File: config.mk
export PLATFORM = sky130hd
export DESIGN_NAME = apb_master
export DESIGN_NICKNAME = d
export VERILOG_FILES = /design/src/rtl/apb_master.sv
export SDC_FILE = /design/constraint.sdc
export NUM_CORES = 1
export LEC_CHECK = 0
export CORE_AREA = 5 5 78 80
export DETAILED_ROUTE_END_ITERATION = 12
export DIE_AREA = 0 0 83 85
export PLACE_DENSITY = 0.71
export RECOVER_POWER = 50
export SLEW_MARGIN = 20
export SYNTH_ARGS = -nofsm -noshare
export SYNTH_HDL_FRONTEND = slang
export SYNTH_SLANG_ARGS = --single-unit
File: constraint.sdc
create_clock -name pclk -period 2.34 [get_ports pclk]
set_input_delay 0.234 -clock pclk [delete_from_list [all_inputs] [get_ports pclk]]
set_output_delay 0.234 -clock pclk [all_outputs]
set_load 0.01 [all_outputs]
File: src/rtl/apb_master.sv
// Single-outstanding APB initiator: command port -> SETUP/ACCESS phases -> one-cycle response pulse.
// Latency: response 3+n cycles after accept (n = wait states), 1 cycle on decode error; cmd_ready low while busy.
module apb_master #(
    parameter int NUM_SLAVES     = 3,
    parameter int TIMEOUT_CYCLES = 255
) (
    input  logic                  pclk,
    input  logic                  presetn,
    input  logic                  cmd_valid,
    output logic                  cmd_ready,
    input  logic                  cmd_write,
    input  logic [7:0]            cmd_addr,
    input  logic [7:0]            cmd_wdata,
    output logic                  rsp_valid,
    output logic [7:0]            rsp_rdata,
    output logic                  rsp_err,
    output logic [NUM_SLAVES-1:0] psel,
    output logic                  penable,
    output logic                  pwrite,
    output logic [7:0]            paddr,
    output logic [7:0]            pwdata,
    input  logic [7:0]            prdata,
    input  logic                  pready,
    input  logic                  pslverr
);

    typedef enum logic [1:0] {
        S_IDLE,
        S_SETUP,
        S_ACCESS,
        S_RESP
    } state_t;

    localparam logic [8:0] TO_LIM = 9'(TIMEOUT_CYCLES);

    state_t                  state_q;
    logic                    cmd_ready_q;
    logic                    rsp_valid_q;
    logic [7:0]              rsp_rdata_q;
    logic                    rsp_err_q;
    logic [NUM_SLAVES-1:0]   psel_q;
    logic                    penable_q;
    logic                    pwrite_q;
    logic [7:0]              paddr_q;
    logic [7:0]              pwdata_q;
    logic [7:0]              wait_q;

    logic                    decode_hit;
    logic [NUM_SLAVES-1:0]   psel_d;
    logic [8:0]              wait_inc;
    logic [7:0]              wait_d;

    always_comb begin
        decode_hit = ({1'b0, cmd_addr[7:4]} < 5'(NUM_SLAVES));
        psel_d     = '0;
        for (int i = 0; i < NUM_SLAVES; i++) begin
            psel_d[i] = (cmd_addr[7:4] == 4'(i));
        end
        wait_inc = {1'b0, wait_q} + 9'd1;
        wait_d   = (wait_q == 8'hFF) ? wait_q : wait_inc[7:0];
    end

    // cmd_ready is a register rather than a state decode so it stays low through reset.
    always_ff @(posedge pclk) begin
        if (!presetn) begin
            state_q     <= S_IDLE;
            cmd_ready_q <= 1'b0;
            rsp_valid_q <= 1'b0;
            rsp_rdata_q <= 8'h00;
            rsp_err_q   <= 1'b0;
            psel_q      <= '0;
            penable_q   <= 1'b0;
            pwrite_q    <= 1'b0;
            paddr_q     <= 8'h00;
            pwdata_q    <= 8'h00;
            wait_q      <= 8'h00;
        end else begin
            case (state_q)
                S_IDLE: begin
                    cmd_ready_q <= 1'b1;
                    if (cmd_valid && cmd_ready_q) begin
                        cmd_ready_q <= 1'b0;
                        if (decode_hit) begin
                            state_q  <= S_SETUP;
                            psel_q   <= psel_d;
                            paddr_q  <= cmd_addr;
                            pwrite_q <= cmd_write;
                            pwdata_q <= cmd_write ? cmd_wdata : 8'h00;
                            wait_q   <= 8'h00;
                        end else begin
                            state_q     <= S_RESP;
                            rsp_valid_q <= 1'b1;
                            rsp_err_q   <= 1'b1;
                            rsp_rdata_q <= 8'h00;
                        end
                    end
                end
                S_SETUP: begin
                    state_q   <= S_ACCESS;
                    penable_q <= 1'b1;
                end
                S_ACCESS: begin
                    if (pready) begin
                        state_q     <= S_RESP;
                        psel_q      <= '0;
                        penable_q   <= 1'b0;
                        rsp_valid_q <= 1'b1;
                        rsp_err_q   <= pslverr;
                        rsp_rdata_q <= (pwrite_q || pslverr) ? 8'h00 : prdata;
                    end else if ((TIMEOUT_CYCLES != 0) && (wait_inc >= TO_LIM)) begin
                        state_q     <= S_RESP;
                        psel_q      <= '0;
                        penable_q   <= 1'b0;
                        rsp_valid_q <= 1'b1;
                        rsp_err_q   <= 1'b1;
                        rsp_rdata_q <= 8'h00;
                    end else begin
                        wait_q <= wait_d;
                    end
                end
                S_RESP: begin
                    state_q     <= S_IDLE;
                    cmd_ready_q <= 1'b1;
                    rsp_valid_q <= 1'b0;
                    rsp_err_q   <= 1'b0;
                    rsp_rdata_q <= 8'h00;
                end
                default: state_q <= S_IDLE;
            endcase
        end
    end

    assign cmd_ready = cmd_ready_q;
    assign rsp_valid = rsp_valid_q;
    assign rsp_rdata = rsp_rdata_q;
    assign rsp_err   = rsp_err_q;
    assign psel      = psel_q;
    assign penable   = penable_q;
    assign pwrite    = pwrite_q;
    assign paddr     = paddr_q;
    assign pwdata    = pwdata_q;

endmodule

# Word level (Yosys, flattened, before mapping)
# Cells that the tools add are included.
dict set report totals {
  in_bits 30
  output_inout_bits 32
  regBits 42
}
dict set report classes {
  reduce_logical 14
  mux 35
  eq_ne 13
  n_addsub 1
  magnitude_cmp 2
}
# op n
set ops {}
lappend ops {{$mux 8} 11}
lappend ops {{$pmux 8 s3} 1}
lappend ops {{$pmux 8 s2} 1}
lappend ops {{$mux 3} 4}
lappend ops {{$ne 2x2->1 const B} 6}
lappend ops {{$add 8x1->9 const B} 1}
lappend ops {{$ge 9x8->1 const B} 1}
lappend ops {{$eq 8x8->1 const B} 1}
lappend ops {{$mux 1} 8}
lappend ops {{$mux 2} 4}
lappend ops {{$pmux 2 s4} 1}
lappend ops {{$reduce_and 4->1} 2}
lappend ops {{$pmux 1 s3} 2}
lappend ops {{$pmux 3 s2} 1}
lappend ops {{$reduce_and 6->1} 1}
lappend ops {{$reduce_bool 2->1} 3}
lappend ops {{$eq 2x2->1 const B} 2}
lappend ops {{$eq 4x1->1 const B} 1}
lappend ops {{$eq 4x2->1 const B} 1}
lappend ops {{$logic_not 4->1} 1}
lappend ops {{$lt 4x2->1 const B} 1}
lappend ops {{$pmux 1 s2} 2}
lappend ops {{$reduce_and 2->1} 2}
lappend ops {{$ne 3x3->1 const B} 1}
lappend ops {{6 further kinds} 6}

# Longest topological paths before layout
dict set report logic_depth {
  ltp_word 5
  mapped_depth 9
}

# Worst setup path before layout
# No wires, ideal clock.
dict set report synth_timing {
  path_kind {register to register}
  start {register wait_q[0]}
  end {register wait_q[0]}
  setup_time_ns 0.079
  t_arrival_ns 1.969
  period_less_slack_ns 2.048
  slack_ns 0.292
  path_stages_with_launch 9
  path_cell_list {dfxtp_1 inv_1 ha_1 o21ba_2 a211oi_1 o21ai_1 or2_4 a2111o_1 o211ai_1}
}
dict set report synth_via {
  elab_chain_cells 5
  word_cells_on_any_way 10
  cone_classes {1 x add/sub; 1 x order compare; 3 x eq/ne; 4 x mux; 1 x reduce/logical}
}
# element line_no
set synth_rtl {}
lappend synth_rtl {{from (decl)} 46} ;# logic [7:0] wait_q;
lappend synth_rtl {{from (signal assigned)} 118} ;# wait_q <= wait_d;
lappend synth_rtl {{parallel branches: the longest is 5 deep, another holds $add 8x1->9} -}
# Several ways; the timed one is not identified. The select of a mux whose other input is x is not followed.
# A chain may end at the register's enable or synchronous reset.

# Final worst setup path
# Ends and elaborated chain as after synthesis.

==> impl_metrics.yaml <==
run_status:
  outcome: "complete, no violations"
yosys:
  synthArstFlopShare: 0
  synth_top_area_share: 0.4110
  synth_cell_type_count: 53
  synth_edf_count: 0
  yosys_register_bits: 42
  syn-cell-area_sq_um: 2046
  ys.flop_type: "dfxtp_1"
  syn_inst: 243
  synth.avg_cell_area_sq_um: 8.419
  synth_warnings: 0
  syn-num-nets: 279
  yosys.area.top_type: "dfxtp_1"
  synth_area_leaders: "dfxtp_1 (41%), nand2_1 (10%), a21oi_1 (5.9%), mux2i_1 (5.9%), ha_1 (3.7%)"
  ys_seq_area_frac: 0.4110
drt:
  drt_wl_total_mm: 5.230
  drtPass1Iterations: 4
  first_iter_violations: 104
  vias_per_cell: 5.087
  drc_errors: 0
  wl_per_cell_microns: 13.44
  ant_nets: 0
  vias: 1979
finish:
  regArea_sq_um: 842.1
  fillers: 510
  syn_to_final_growth_pct: 42.75
  multi_input_area_sq_um: 1125
  final_area_sq_um: 2920
  final_nets: 352
  insertedDiodeCount: 0
  drive_gt1_frac: 0.1293
die:
  die-area_sq_um: 7055
  initial_utilization: 0.3833
  io-pin-count: 62
  die_h_microns: 85
  core_area_sq_um: 5338
  std_cell_rows: 27
  die_x_microns: 83
clock_tree:
  htreeDepth: 2
  clkSlewWorstSetupHoldPaths_ns: 0.08
  cts_setup_buffers: 0
  root_buffer: "clkbuf_8"
  clockBufferDepth: 2
  cts_tree: "done"
  clk_latency_ns: 0.29
  cts_num_sinks: 42
  numCtsBuffers: 5
critical_path:
  cp-end-kind: "register"
  worst_r2r_path_depth: 8
  worstPathRequired_ns: 2.55
  worstSetupPathType: "reg -> reg"
  startpoint_type: "register"
  crit_arrival_ns: 2.45
  crit_path_max_fanout: 8
timing:
  rsz0062_at_grt: "no"
  drv_slew: 0
  setup_viol: 0
  final.min_clock_period_ns: 2.241
  finalHoldViolCount: 0
  worstMarginPinSlew_ns: 0.6461
  setup_tns_ns: 0
  timing.final.crit_share: 0.9577
  fin_skew_ns: 0.004148
  max_freq_ghz: 0.4462
  slew_headroom: 0.5692
place:
  dp_hpwl_mm: 3.981
  gp_congestion: 0.8403
  post_dp_cell_area_sq_um: 2824
  port_buffers: 61
worst_hold_path:
  hold_class: "reg -> reg"
  hold_depth: 2
pwr:
  pwr-share-clk: 0.243
  peakVddDrop_v: 0.0003347
  power.density_nw_per_um2: 667.2
  seq_power_share: 0.415
  comb_power_share: 0.343
  cellLeakagePower_nw: 1.191
  power_switching_uw: 626.4
  p_sw_frac: 0.3215
  intPower_mw: 1.322
grt:
  grt_usage: 0.1494
  grt_first_pass_wirelength_mm: 8.894
  grt_pass1_vias: 1944
  gr-total-overflow: 0
  antenna_found_initial: 0
  grt_max_degree: 27
flow_run:
  maxCapViolCount: 0
[kinds of logic after synthesis]
| group | count (synthesis) | share of synthesized area |
|---|---|---|
| adder cells (fa/ha/maj) | 6 | 0.03670 |
| AO/OA/AOI/OAI | 59 | 0.2129 |
| AND/OR/NAND/NOR | 103 | 0.2379 |
| buffers and inverters | 21 | 0.04281 |
| flip-flops | 42 | 0.4110 |
| multiplexers | 12 | 0.05872 |
[registers in the layout, indices dropped and copies added, names as in the netlist]
signal / count
cmd_ready: 1
paddr: 8
penable: 1
psel: 3
pwdata: 8
pwrite: 1
rsp_err: 1
rsp_rdata: 8
rsp_valid: 1
state_q: 2
wait_q: 8
[per-stage QoR]
stage / instances / worst slack, ns / hold WS, ns / utilization / power [mW]
after floorplan: 243 / 0.2918 / 0.3700 / - / 1.238
after global placement: 381 / 0.1017 / 0.4369 / 0.5291 / 1.502
final: 389 / 0.09910 / 0.4498 / 0.5471 / 1.948
after CTS: 389 / 0.006481 / 0.4538 / 0.5462 / 1.983
after global routing: 389 / 0.02414 / 0.4781 / 0.5471 / 2.075
after detailed placement: 381 / 0.02245 / 0.4456 / 0.5291 / 1.506
[critical path, stage by stage (launching register included)]
cell and delay [ns]:
dfxtp_2 0.39, inv_1 0.08, ha_1 0.33, o21ba_2 0.21, a211oi_1 0.22, o21ai_1 0.15, or2_4 0.28, a2111o_1 0.42
o211ai_1 0.09
[per-layer routing]
layer | vias to the layer above | track usage | wire, microns
li1 | 1018 | - | -
met1 | 902 | 0.1842 | 2330
met2 | 57 | 0.2413 | 2442
met3 | 2 | 0.06019 | 425
met4 | 0 | 0.04309 | 31
met5 | - | 0 | 0
[synthesized netlist by cell type (2+ instances only)]
cell type and number:
inv_1 7, o21ai_1 2, o31ai_2 3, nand4_1 3
nand3_1 14, a31oi_1 2, o21ai_0 3, a311oi_1 2
dfxtp_1 42, a21oi_1 24, nor3_1 4, o211ai_1 6
nor2_1 5, and3_1 2, ha_1 6, clkbuf_1 11
mux2i_1 12, or3_1 2, nand2_1 57, o31ai_1 2
and2_1 2
[final cells by class]
| type | instances | share of cell area |
|---|---|---|
| well taps | 72 | 0.03085 |
| flip-flops and latches | 42 | 0.2883 |
| repair buffers | 79 | 0.2541 |
| clock buffers | 7 | 0.02956 |
| clock inverters | 1 | 0.001714 |
| inverters | 8 | 0.01028 |
| multi-input cells | 180 | 0.3852 |
[what timing repair did]
action                                  4_1_cts  5_1_grt
hold buffers                                  0        0
endpoints found under the setup margin        0       19
resized for setup                             0        3
[final timing paths]
check	startpoint	to	slack, ns
max reg2reg	wait_q[0]	wait_q[0]	0.1
max	wait_q[0]	wait_q[0]	0.1
min	pwdata[2]	pwdata[2]	0.45
min reg2reg	pwdata[2]	pwdata[2]	0.45
[power by group through the flow]
stage / Combinational [mW] / Sequential, mW / Clock, mW
floorplan: 0.401 / 0.837 / 0
global placement: 0.676 / 0.826 / 0
detailed placement: 0.679 / 0.827 / 0
CTS: 0.683 / 0.810 / 0.490
global route: 0.742 / 0.817 / 0.516
finish: 0.667 / 0.808 / 0.473
[cell usage in the layout (no fill, tap or decap), types with 3 or more instances in the layout]
cell type,netlist,layout
ha_1,6,6
inv_1,7,7
o211ai_1,6,6
nand2_1,57,57
clkdlybuf4s50_1,0,29
dlygate4sd3_1,0,32
a21oi_1,24,24
o31ai_2,3,3
o21ai_0,3,3
mux2i_1,12,12
nand4_1,3,3
nor3_1,4,4
nor2_1,5,5
buf_4,0,17
nand3_1,14,14
dfxtp_1,42,41
clkbuf_8,0,6
No activity file was read; power rests on OpenSTA's default activity.
